==> src/rtl/alu_md_unit.sv <==
// alu_md_unit: ALU operation decoder plus an iterative RV32M/RV64M
// multiply/divide engine that stalls EX until its result is ready.
//   - Base-ISA ops are decoded combinationally onto operation_o.
//   - M-extension ops run through a shift-add multiplier or a restoring
//     divider, one step per clock, and deliver a one-cycle result strobe.
// Optional build macro: ALU_MD_EARLY_OUT_EN -- MUL-family ops finish as soon
// as the remaining multiplier bits are all zero.
module alu_md_unit #(
  parameter int XLEN = 32,
  parameter int OP_W = 4
) (
  input  logic            clk,
  input  logic            rst_n,
  input  logic            valid_i,
  input  logic [1:0]      ALUOp,
  input  logic [6:0]      Funct7,
  input  logic [2:0]      Funct3,
  input  logic [XLEN-1:0] a_i,
  input  logic [XLEN-1:0] b_i,
  input  logic            flush_i,
  output logic [OP_W-1:0] operation_o,
  output logic            ready_o,
  output logic            stall_o,
  output logic [XLEN-1:0] result_o,
  output logic            result_valid_o
);

  localparam int CNT_W = $clog2(XLEN) + 1;

  typedef enum logic [3:0] {
    OP_AND   = 4'b0000,
    OP_OR    = 4'b0001,
    OP_ADD   = 4'b0010,
    OP_XOR   = 4'b0011,
    OP_SLL   = 4'b0100,
    OP_SRL   = 4'b0101,
    OP_SUB   = 4'b0110,
    OP_SRA   = 4'b0111,
    OP_BRCMP = 4'b1000,
    OP_SLT   = 4'b1001,
    OP_SLTU  = 4'b1010
  } alu_op_e;

  typedef enum logic [1:0] {
    S_IDLE,
    S_MUL,
    S_DIV,
    S_DONE
  } state_e;

  state_e            state_q, state_d;
  logic [CNT_W-1:0]  cnt_q, cnt_d;
  logic [1:0]        f3_q, f3_d;        // Funct3[1:0]; bit 2 is implied by MUL/DIV state
  logic              neg_res_q, neg_res_d;   // negate product / quotient
  logic              neg_rem_q, neg_rem_d;   // negate remainder
  logic [2*XLEN-1:0] acc_q, acc_d;           // product accumulator
  logic [2*XLEN-1:0] mcand_q, mcand_d;       // multiplicand, shifted left each step
  logic [XLEN-1:0]   opb_q, opb_d;           // multiplier shift register / divisor
  logic [XLEN-1:0]   rem_q, rem_d;           // partial remainder
  logic [XLEN-1:0]   quo_q, quo_d;           // dividend bits shifting out, quotient bits in
  logic [XLEN-1:0]   result_q, result_d;

  alu_op_e           op;
  logic              m_op;
  logic              accept;
  logic              sgn_a, sgn_b;
  logic              neg_a, neg_b;
  logic [XLEN-1:0]   mag_a, mag_b;

  // Step datapath temporaries
  logic [2*XLEN-1:0] acc_step, prod;
  logic [XLEN:0]     shifted, diff;
  logic [XLEN-1:0]   rem_step, quo_step, q_fix, r_fix;
  logic              mul_last;

  // Combinational base-ISA decode, independent of the M engine.
  always_comb begin
    // NOTE: every combinational output gets a default first so no path leaves it unassigned (no latch).
    op = OP_ADD;
    case (ALUOp)
      2'b01: op = OP_BRCMP;
      2'b10: begin
        if (Funct7 == 7'b0000000) begin
          case (Funct3)
            3'b000:  op = OP_ADD;
            3'b001:  op = OP_SLL;
            3'b010:  op = OP_SLT;
            3'b011:  op = OP_SLTU;
            3'b100:  op = OP_XOR;
            3'b101:  op = OP_SRL;
            3'b110:  op = OP_OR;
            default: op = OP_AND;
          endcase
        end else if (Funct7 == 7'b0100000) begin
          if (Funct3 == 3'b000)      op = OP_SUB;
          else if (Funct3 == 3'b101) op = OP_SRA;
        end
      end
      default: op = OP_ADD;
    endcase
  end

  assign operation_o = OP_W'(op);

  assign m_op    = (ALUOp == 2'b10) && (Funct7 == 7'b0000001);
  assign ready_o = (state_q == S_IDLE);
  assign accept  = ready_o && valid_i && m_op && !flush_i;
  assign stall_o = (state_q == S_MUL) || (state_q == S_DIV) || accept;
  assign result_valid_o = (state_q == S_DONE) && !flush_i;
  assign result_o = result_q;

  // Operand signedness from Funct3 and conversion to magnitudes.
  always_comb begin
    if (!Funct3[2]) begin
      sgn_a = (Funct3 != 3'b011);   // MULHU is the only unsigned-rs1 multiply
      sgn_b = !Funct3[1];           // MUL, MULH
    end else begin
      sgn_a = !Funct3[0];           // DIV, REM
      sgn_b = !Funct3[0];
    end
    neg_a = sgn_a && a_i[XLEN-1];
    neg_b = sgn_b && b_i[XLEN-1];
    mag_a = neg_a ? -a_i : a_i;
    mag_b = neg_b ? -b_i : b_i;
  end

  // Next-state and datapath: acceptance, one iteration per cycle, sign fix on the last step.
  always_comb begin
    state_d   = state_q;
    cnt_d     = cnt_q;
    f3_d      = f3_q;
    neg_res_d = neg_res_q;
    neg_rem_d = neg_rem_q;
    acc_d     = acc_q;
    mcand_d   = mcand_q;
    opb_d     = opb_q;
    rem_d     = rem_q;
    quo_d     = quo_q;
    result_d  = result_q;

    acc_step = opb_q[0] ? (acc_q + mcand_q) : acc_q;
    prod     = neg_res_q ? -acc_step : acc_step;

    shifted  = {rem_q, quo_q[XLEN-1]};
    diff     = shifted - {1'b0, opb_q};
    if (!diff[XLEN]) begin
      rem_step = diff[XLEN-1:0];
      quo_step = {quo_q[XLEN-2:0], 1'b1};
    end else begin
      rem_step = shifted[XLEN-1:0];
      quo_step = {quo_q[XLEN-2:0], 1'b0};
    end
    q_fix = neg_res_q ? -quo_step : quo_step;
    r_fix = neg_rem_q ? -rem_step : rem_step;

`ifdef ALU_MD_EARLY_OUT_EN
    mul_last = (cnt_q == '0) || (opb_q[XLEN-1:1] == '0);
`else
    mul_last = (cnt_q == '0);
`endif

    case (state_q)
      S_IDLE: begin
        if (accept) begin
          f3_d      = Funct3[1:0];
          neg_res_d = neg_a ^ neg_b;
          neg_rem_d = neg_a;
          cnt_d     = CNT_W'(XLEN - 1);
          if (!Funct3[2]) begin
            acc_d   = '0;
            mcand_d = {{XLEN{1'b0}}, mag_a};
            opb_d   = mag_b;
            state_d = S_MUL;
          end else if (b_i == '0) begin
            // Divide by zero: quotient all-ones, remainder is the dividend.
            result_d = Funct3[1] ? a_i : '1;
            state_d  = S_DONE;
          end else if (!Funct3[0] && (a_i == {1'b1, {(XLEN-1){1'b0}}}) && (b_i == '1)) begin
            // Signed overflow: quotient is the dividend, remainder zero.
            result_d = Funct3[1] ? '0 : a_i;
            state_d  = S_DONE;
          end else begin
            rem_d   = '0;
            quo_d   = mag_a;
            opb_d   = mag_b;
            state_d = S_DIV;
          end
        end
      end
      S_MUL: begin
        if (flush_i) begin
          state_d = S_IDLE;
        end else begin
          acc_d   = acc_step;
          mcand_d = mcand_q << 1;
          opb_d   = opb_q >> 1;
          cnt_d   = cnt_q - CNT_W'(1);
          if (mul_last) begin
            result_d = (f3_q == 2'b00) ? prod[XLEN-1:0] : prod[2*XLEN-1:XLEN];
            state_d  = S_DONE;
          end
        end
      end
      S_DIV: begin
        if (flush_i) begin
          state_d = S_IDLE;
        end else begin
          rem_d = rem_step;
          quo_d = quo_step;
          cnt_d = cnt_q - CNT_W'(1);
          if (cnt_q == '0) begin
            result_d = f3_q[1] ? r_fix : q_fix;
            state_d  = S_DONE;
          end
        end
      end
      default: state_d = S_IDLE;   // S_DONE: strobe lasts one cycle
    endcase
  end

  // State and datapath registers, cleared asynchronously.
  always_ff @(posedge clk or negedge rst_n) begin
    // NOTE: sequential state uses non-blocking assignments so all registers update from pre-edge values.
    if (!rst_n) begin
      state_q   <= S_IDLE;
      cnt_q     <= '0;
      f3_q      <= '0;
      neg_res_q <= 1'b0;
      neg_rem_q <= 1'b0;
      acc_q     <= '0;
      mcand_q   <= '0;
      opb_q     <= '0;
      rem_q     <= '0;
      quo_q     <= '0;
      result_q  <= '0;
    end else begin
      state_q   <= state_d;
      cnt_q     <= cnt_d;
      f3_q      <= f3_d;
      neg_res_q <= neg_res_d;
      neg_rem_q <= neg_rem_d;
      acc_q     <= acc_d;
      mcand_q   <= mcand_d;
      opb_q     <= opb_d;
      rem_q     <= rem_d;
      quo_q     <= quo_d;
      result_q  <= result_d;
    end
  end

endmodule

==> config.mk <==
export PLATFORM = sky130hd
export DESIGN_NAME = alu_md_unit
export DESIGN_NICKNAME = d
export VERILOG_FILES = /design/src/rtl/alu_md_unit.sv
export SDC_FILE = /design/constraint.sdc
export NUM_CORES = 1
export LEC_CHECK = 0
export ABC_AREA = 0
export BUFFER_PORTS_ARGS = -buffer_cell sky130_fd_sc_hd__buf_2
export CORE_UTILIZATION = 45
export DETAILED_ROUTE_END_ITERATION = 10
export SLEW_MARGIN = 20
export SYNTH_ARGS = -nofsm -noshare
export SYNTH_HDL_FRONTEND = slang
export SYNTH_SLANG_ARGS = --single-unit
==> constraint.sdc <==
create_clock -name clk -period 5.25 [get_ports clk]
set_input_delay 1.05 -clock clk [delete_from_list [all_inputs] [get_ports clk]]
set_output_delay 1.05 -clock clk [all_outputs]
set_load 0.01 [all_outputs]
[Yosys cells after proc, flatten, opt, wreduce, memory -nomap -nowiden]
Cells that the tools add are included.
Word-level totals
  bits in registers: 268
  latch bits: 0
  memories kept: 0
  memory bits (writable): 0
  memory bits (read-only): 0
Operators by class
  shift-type cells: 0
  mux-type cells: 65
  divide/modulo/power cells: 0
  eq/ne operators: 30
  $add $sub $neg: 8
  bitwise logic cells: 1
  reduce and logical (&&, ||, !) cells: 32
  multipliers: 0
  magnitude comparators: 0
Operators by type and width (number)
  $mux W32: 32
  $mux W64: 8
  $pmux W64 S2: 2
  $pmux W32 S2: 3
  $neg A32 Y32: 4
  $pmux W32 S3: 1
  $add A64 B64 Y64: 1
  $eq A32 B32 Y1 const B: 2
  $neg A64 Y64: 1
  $sub A33 B32 Y33: 1
  $logic_not A32 Y1: 1
  $pmux W4 S7: 1
  $ne A2 B2 Y1 const B: 9
  $mux W6: 2
  $pmux W6 S2: 1
  $eq A3 B3 Y1 const B: 3
  $logic_and A1 B1 Y1: 9
  $mux W3: 3
  $mux W2: 4
  $pmux W4 S2: 1
  $reduce_and A8 Y1: 1
  $eq A7 B1 Y1 const B: 1
  $eq A7 B6 Y1 const B: 1
  $logic_not A7 Y1: 1
  26 further kinds: 43

[Depth between registers and ports, before layout]
  depth after elaboration: 9
  gate-level depth with buffers: 27

[Worst setup path before layout]
No wires, ideal clock.
  kind: reg-to-reg
  start point: register quo_q[31]
  end point: register result_q[24] (netlist: result_o[24])
  path buffers: 4
  stages on the path, launching flop included: 28
  setup slack: -0.470 ns
  clock period less this slack: 5.720 ns
  required time: 5.127 ns
  arrival: 5.597 ns
  path through: dfrtp_1 -> inv_1 -> ha_1 -> inv_1 -> fa_1 -> a211oi_1 -> o21ai_0 -> a31oi_1 -> a2111oi_1 -> nor3_1 -> nor2_2 -> inv_1 -> buf_2 -> buf_2 -> buf_1 -> clkbuf_1 -> nor2_1 -> a21oi_1 -> ha_1 -> nand2_1 -> nor4_1 -> mux2i_1 -> or3_1 -> or2_1 -> o31ai_1 -> xnor2_1 -> o221ai_1 -> o221a_1
Between the ends
  word-level cells in the longest chain between the ends: 8
  elaborated cells between the ends (all ways): 11
  classes of those cells: add/sub (3); mux (8)
Ends and longest elaborated chain
  from (decl): line 60  | logic [XLEN-1:0] quo_q, quo_d;
  from (signal assigned): line 246  | quo_q <= quo_d;
  $sub A33 B32 Y33: line 145  | diff = shifted - {1'b0, opb_q};
  $mux W1 / $mux W32 (equally long branches): line 146  | if (!diff[XLEN]) begin
  $neg A32 Y32 (on tied branches): line 153, 154
  $mux W32 (on tied branches): line 153, 154
  $mux W32 *: line 212  | result_d = f3_q[1] ? r_fix : q_fix;
  $mux W32 *: line 211  | if (cnt_q == '0) begin
  $mux W32 *: line 205  | if (flush_i) begin
  $pmux W32 S3 *: line 162  | case (state_q)
  to (signal assigned): line 247  | result_q <= result_d;
  to (decl): line 61  | logic [XLEN-1:0] result_q, result_d;
Every way passes the cells marked *; elsewhere a longest branch is shown, timed or not. The select of a mux whose other input is x is not followed.
A chain may end at the register's enable or synchronous reset.

[Worst setup path in the final report]
  start point: register acc_q[0]
  end point: register result_q[11] (netlist: result_o[11])
Between the ends
  word-level cells in the longest chain between the ends: 8
Ends and longest elaborated chain
  from (decl): line 56  | logic [2*XLEN-1:0] acc_q, acc_d;
  from (signal assigned): line 230  | acc_q <= '0;
  from (signal assigned): line 242  | acc_q <= acc_d;
  $add A64 B64 Y64: line 141  | acc_step = opb_q[0] ? (acc_q + mcand_q) : acc_q;
  $mux W64 *: line 141
  $neg A64 Y64: line 142  | prod = neg_res_q ? -acc_step : acc_step;
  $mux W64 *: line 142
  $mux W32 *: line 199  | result_d = (f3_q == 2'b00) ? prod[XLEN-1:0] : prod[2*XLEN-1:XLEN];
  $mux W32 *: line 198  | if (mul_last) begin
  $mux W32 *: line 191  | if (flush_i) begin
  $pmux W32 S3 *: line 162
Marked as above.

==> flow_summary.json <==
{
  "status": "finished clean",
  "syn2layout_area_growth_pct": 12.2,
  "synth_top_area_share": 0.266,
  "cp_max_fo": 8,
  "yosys.area_share.simple": 0.236,
  "num-nets-final": 3625,
  "ant_nets": 0,
  "tns_ps": 0,
  "reg2regPathDepth": 16,
  "cts.path.max_buffers": 3,
  "hold_class": "input pin to asynchronous set/reset pin",
  "clock.fmax_mhz": 196,
  "design.core.area_sq_um": 55300,
  "skew_ps": 18.1,
  "yosysTopAreaCell": "dfrtp_1",
  "dp.cells": 4139,
  "cts_tree": "yes",
  "synthTopCellsByArea": "dfrtp_1, nand2_1, o21ai_0",
  "syn_inst": 3350,
  "final_area_sq_um": 28300,
  "io_pins": 119,
  "clkSlewWorstSetupHoldPaths_ps": 60,
  "avgViaCountPerCell": 6.45,
  "postSynth.asyncResetShare": 1.00,
  "wl_um": 104000,
  "crit_type": "register to register",
  "htreeDepth": 2,
  "fin_util": 0.512,
  "synth_cell_types": 110,
  "clock_latency_ps": 570,
  "start_util": 0.456,
  "tightest_slew_ps": 1090,
  "grt.overflow.total": 0,
  "slowest_stage": "or4b_4",
  "avgSynthCellArea_sq_um": 7.54,
  "drt_iter0_markers": 2828,
  "ys_seq_area_frac": 0.266,
  "synth_compound_area_frac": 0.274,
  "cp-start-kind": "register",
  "p_per_area_nw_per_um2": 555,
  "die_width_um": 239,
  "yosysWarningCount": 0,
  "synth.area.mux_share": 0.0366,
  "rrSetupSlack_ps": 140,
  "r2r_end": "result_o[11]",
  "crit_end": "result_o[11]",
  "drtPass1Iterations": 6,
  "crit_start": "acc_q[0]",
  "rows": 86,
  "rsz0062_at_grt": "true",
  "yosys_most_used_dff": "dfrtp_1",
  "die_area_sq_um": 57000,
  "synth.most_common_cell": "nand2_1",
  "hold_ws_ps": 488,
  "synthXorXnorAreaFrac": 0.0715,
  "drive_above_1_share": 0.117,
  "ys_seq_elements": 268,
  "grt_pass1_wl_um": 157000,
  "hold_viol": 0,
  "leakage_nw": 12.2,
  "cts_num_sinks": 268,
  "antenna_found_initial": 2,
  "synth_edf_count": 0,
  "dpl-instance-area_sq_um": 27000,
  "grt_pass1_vias": 25548,
  "cp_cell_sequence": "ha_1 -> inv_1 -> fa_1 -> nor2b_4 -> o31ai_4 -> a31o_4 -> o21ai_4 -> a2111oi_0 -> a311oi_2 -> or4b_1 -> or4b_4 -> nor3_4 -> nand2_2 -> o311ai_1 -> buf_4 -> a31oi_1",
  "synthAdderAreaFrac": 0.0684,
  "finalCriticalPeriod_ps": 5110,
  "cts_hold_buf": 0,
  "cp-end-kind": "register",
  "stdcell_count": 4205,
  "cts_root_buf": "clkbuf_16",
  "die_y_um": 239,
  "portBuffers": 118,
  "maxCapViolCount": 0,
  "yosys-top-cells-count": "nand2_1, o21ai_0, a21oi_1",
  "vdd_drop_max_mv": 0.398,
  "reg2reg_from": "acc_q[0]",
  "grt_usage": 0.360,
  "syn_area_sq_um": 25200,
  "drv_slew": 0,
  "cts_made_buffers": 37,
  "max_slew_margin": 0.271,
  "synth_top_family_by_area": "compound AO/OA/AOI/OAI gates",
  "place_congestion": 1.05,
  "num_vias": 27139,
  "layout_worst_path_cycle_share": 0.974,
  "critPathMaxStageDelay_ps": 600,
  "setup-violations-final": 0,
  "hpwl_um": 80800,
  "drcViolationCount": 0,
  "arrival_ps": 5540,
  "synth_nets": 3542,
  "insertedDiodeCount": 0,
  "grt_max_degree": 161,
  "wl_per_cell_um": 24.7,
  "required_ps": 5680
}
worst min path at each step:
stage,endpoint,slack (ps)
final,mcand_q[8],490
after global routing,mcand_q[63],510
after CTS,mcand_q[63],500
after detailed placement,mcand_q[63],480
after global placement,mcand_q[63],480
after floorplan,mcand_q[63],460
registers in the layout, summed over array words and instances (netlist names):
register	count
acc_q	64
cnt_q	6
f3_q	2
mcand_q	64
neg_rem_q	1
neg_res_q	1
opb_q	32
quo_q	32
rem_q	32
result_o	32
state_q	2
metal layers:
metal / wire, um / vias to the layer above / global-route usage
li1: - / 12450 / -
met5: 13 / - / 0
met3: 7280 / 302 / 0.0456
met1: 41800 / 13089 / 0.455
met2: 48000 / 1296 / 0.588
met4: 6930 / 2 / 0.217
where the power goes:
group	internal [W]	total [W]	switching, W
clock network	0.00154	0.00257	0.00103
logic	0.00326	0.00966	0.00641
registers	0.00271	0.00347	0.000761
total	0.00751	0.0157	0.00820
placed cells by master, fill, tap and decap left out, types with 39 or more instances in the layout:
| cell type | n |
|---|---|
| dfrtp_1 | 266 |
| or3_1 | 56 |
| nor2_1 | 246 |
| o21ai_0 | 332 |
| nand3_1 | 96 |
| ha_1 | 108 |
| xnor2_1 | 111 |
| nor3_1 | 79 |
| buf_4 | 133 |
| a21oi_1 | 281 |
| buf_2 | 117 |
| o31ai_1 | 74 |
| mux2i_1 | 77 |
| nand2_1 | 499 |
| nand4_1 | 60 |
| a31oi_1 | 43 |
| inv_1 | 89 |
| clkbuf_16 | 39 |
| xor2_1 | 95 |
worst max-delay path: cells and delay by family, from the launching register on:
kind / cells / cell delay [ps]
AOI/OAI and AO/OA: 7 / 1780
adders and majority gates: 2 / 700
buffers and inverters: 2 / 280
DFF: 1 / 380
and+or+nand+nor: 5 / 1820
cells by family (layout without fill, tap and decap cells):
group	Yosys count	after routing
flops	268	268
xor+xnor	206	206
buf+inv	304	411
mux	90	90
fa+ha+maj	143	143
compound gates	1085	1085
simple gates	1254	1254
what timing repair did:
| item | 4_1_cts | 5_1_grt |
|---|---|---|
| gates resized for setup | 1 | 14 |
| setup endpoints to repair | 1 | 16 |
| pin swaps | 0 | 2 |
| buffers inserted | 0 | 3 |
through the flow:
stage	power (W)	setup slack, ps
2_1_floorplan	0.00953	12.7
3_3_place_gp	0.0127	-37.1
3_5_place_dp	0.0128	32.7
4_1_cts	0.0154	35.3
5_1_grt	0.0167	-93.0
6_report	0.0157	138
final cells by class:
type / instances / area, sq um
sequential: 268 / 6710
clock buffer: 57 / 1140
fill: 5424 / 27000
clock inverter: 6 / 58.8
tap: 748 / 936
inverter: 94 / 353
timing repair buffer: 254 / 1660
multi-input combinational: 2778 / 17500
No activity file was read; power rests on OpenSTA's default activity.
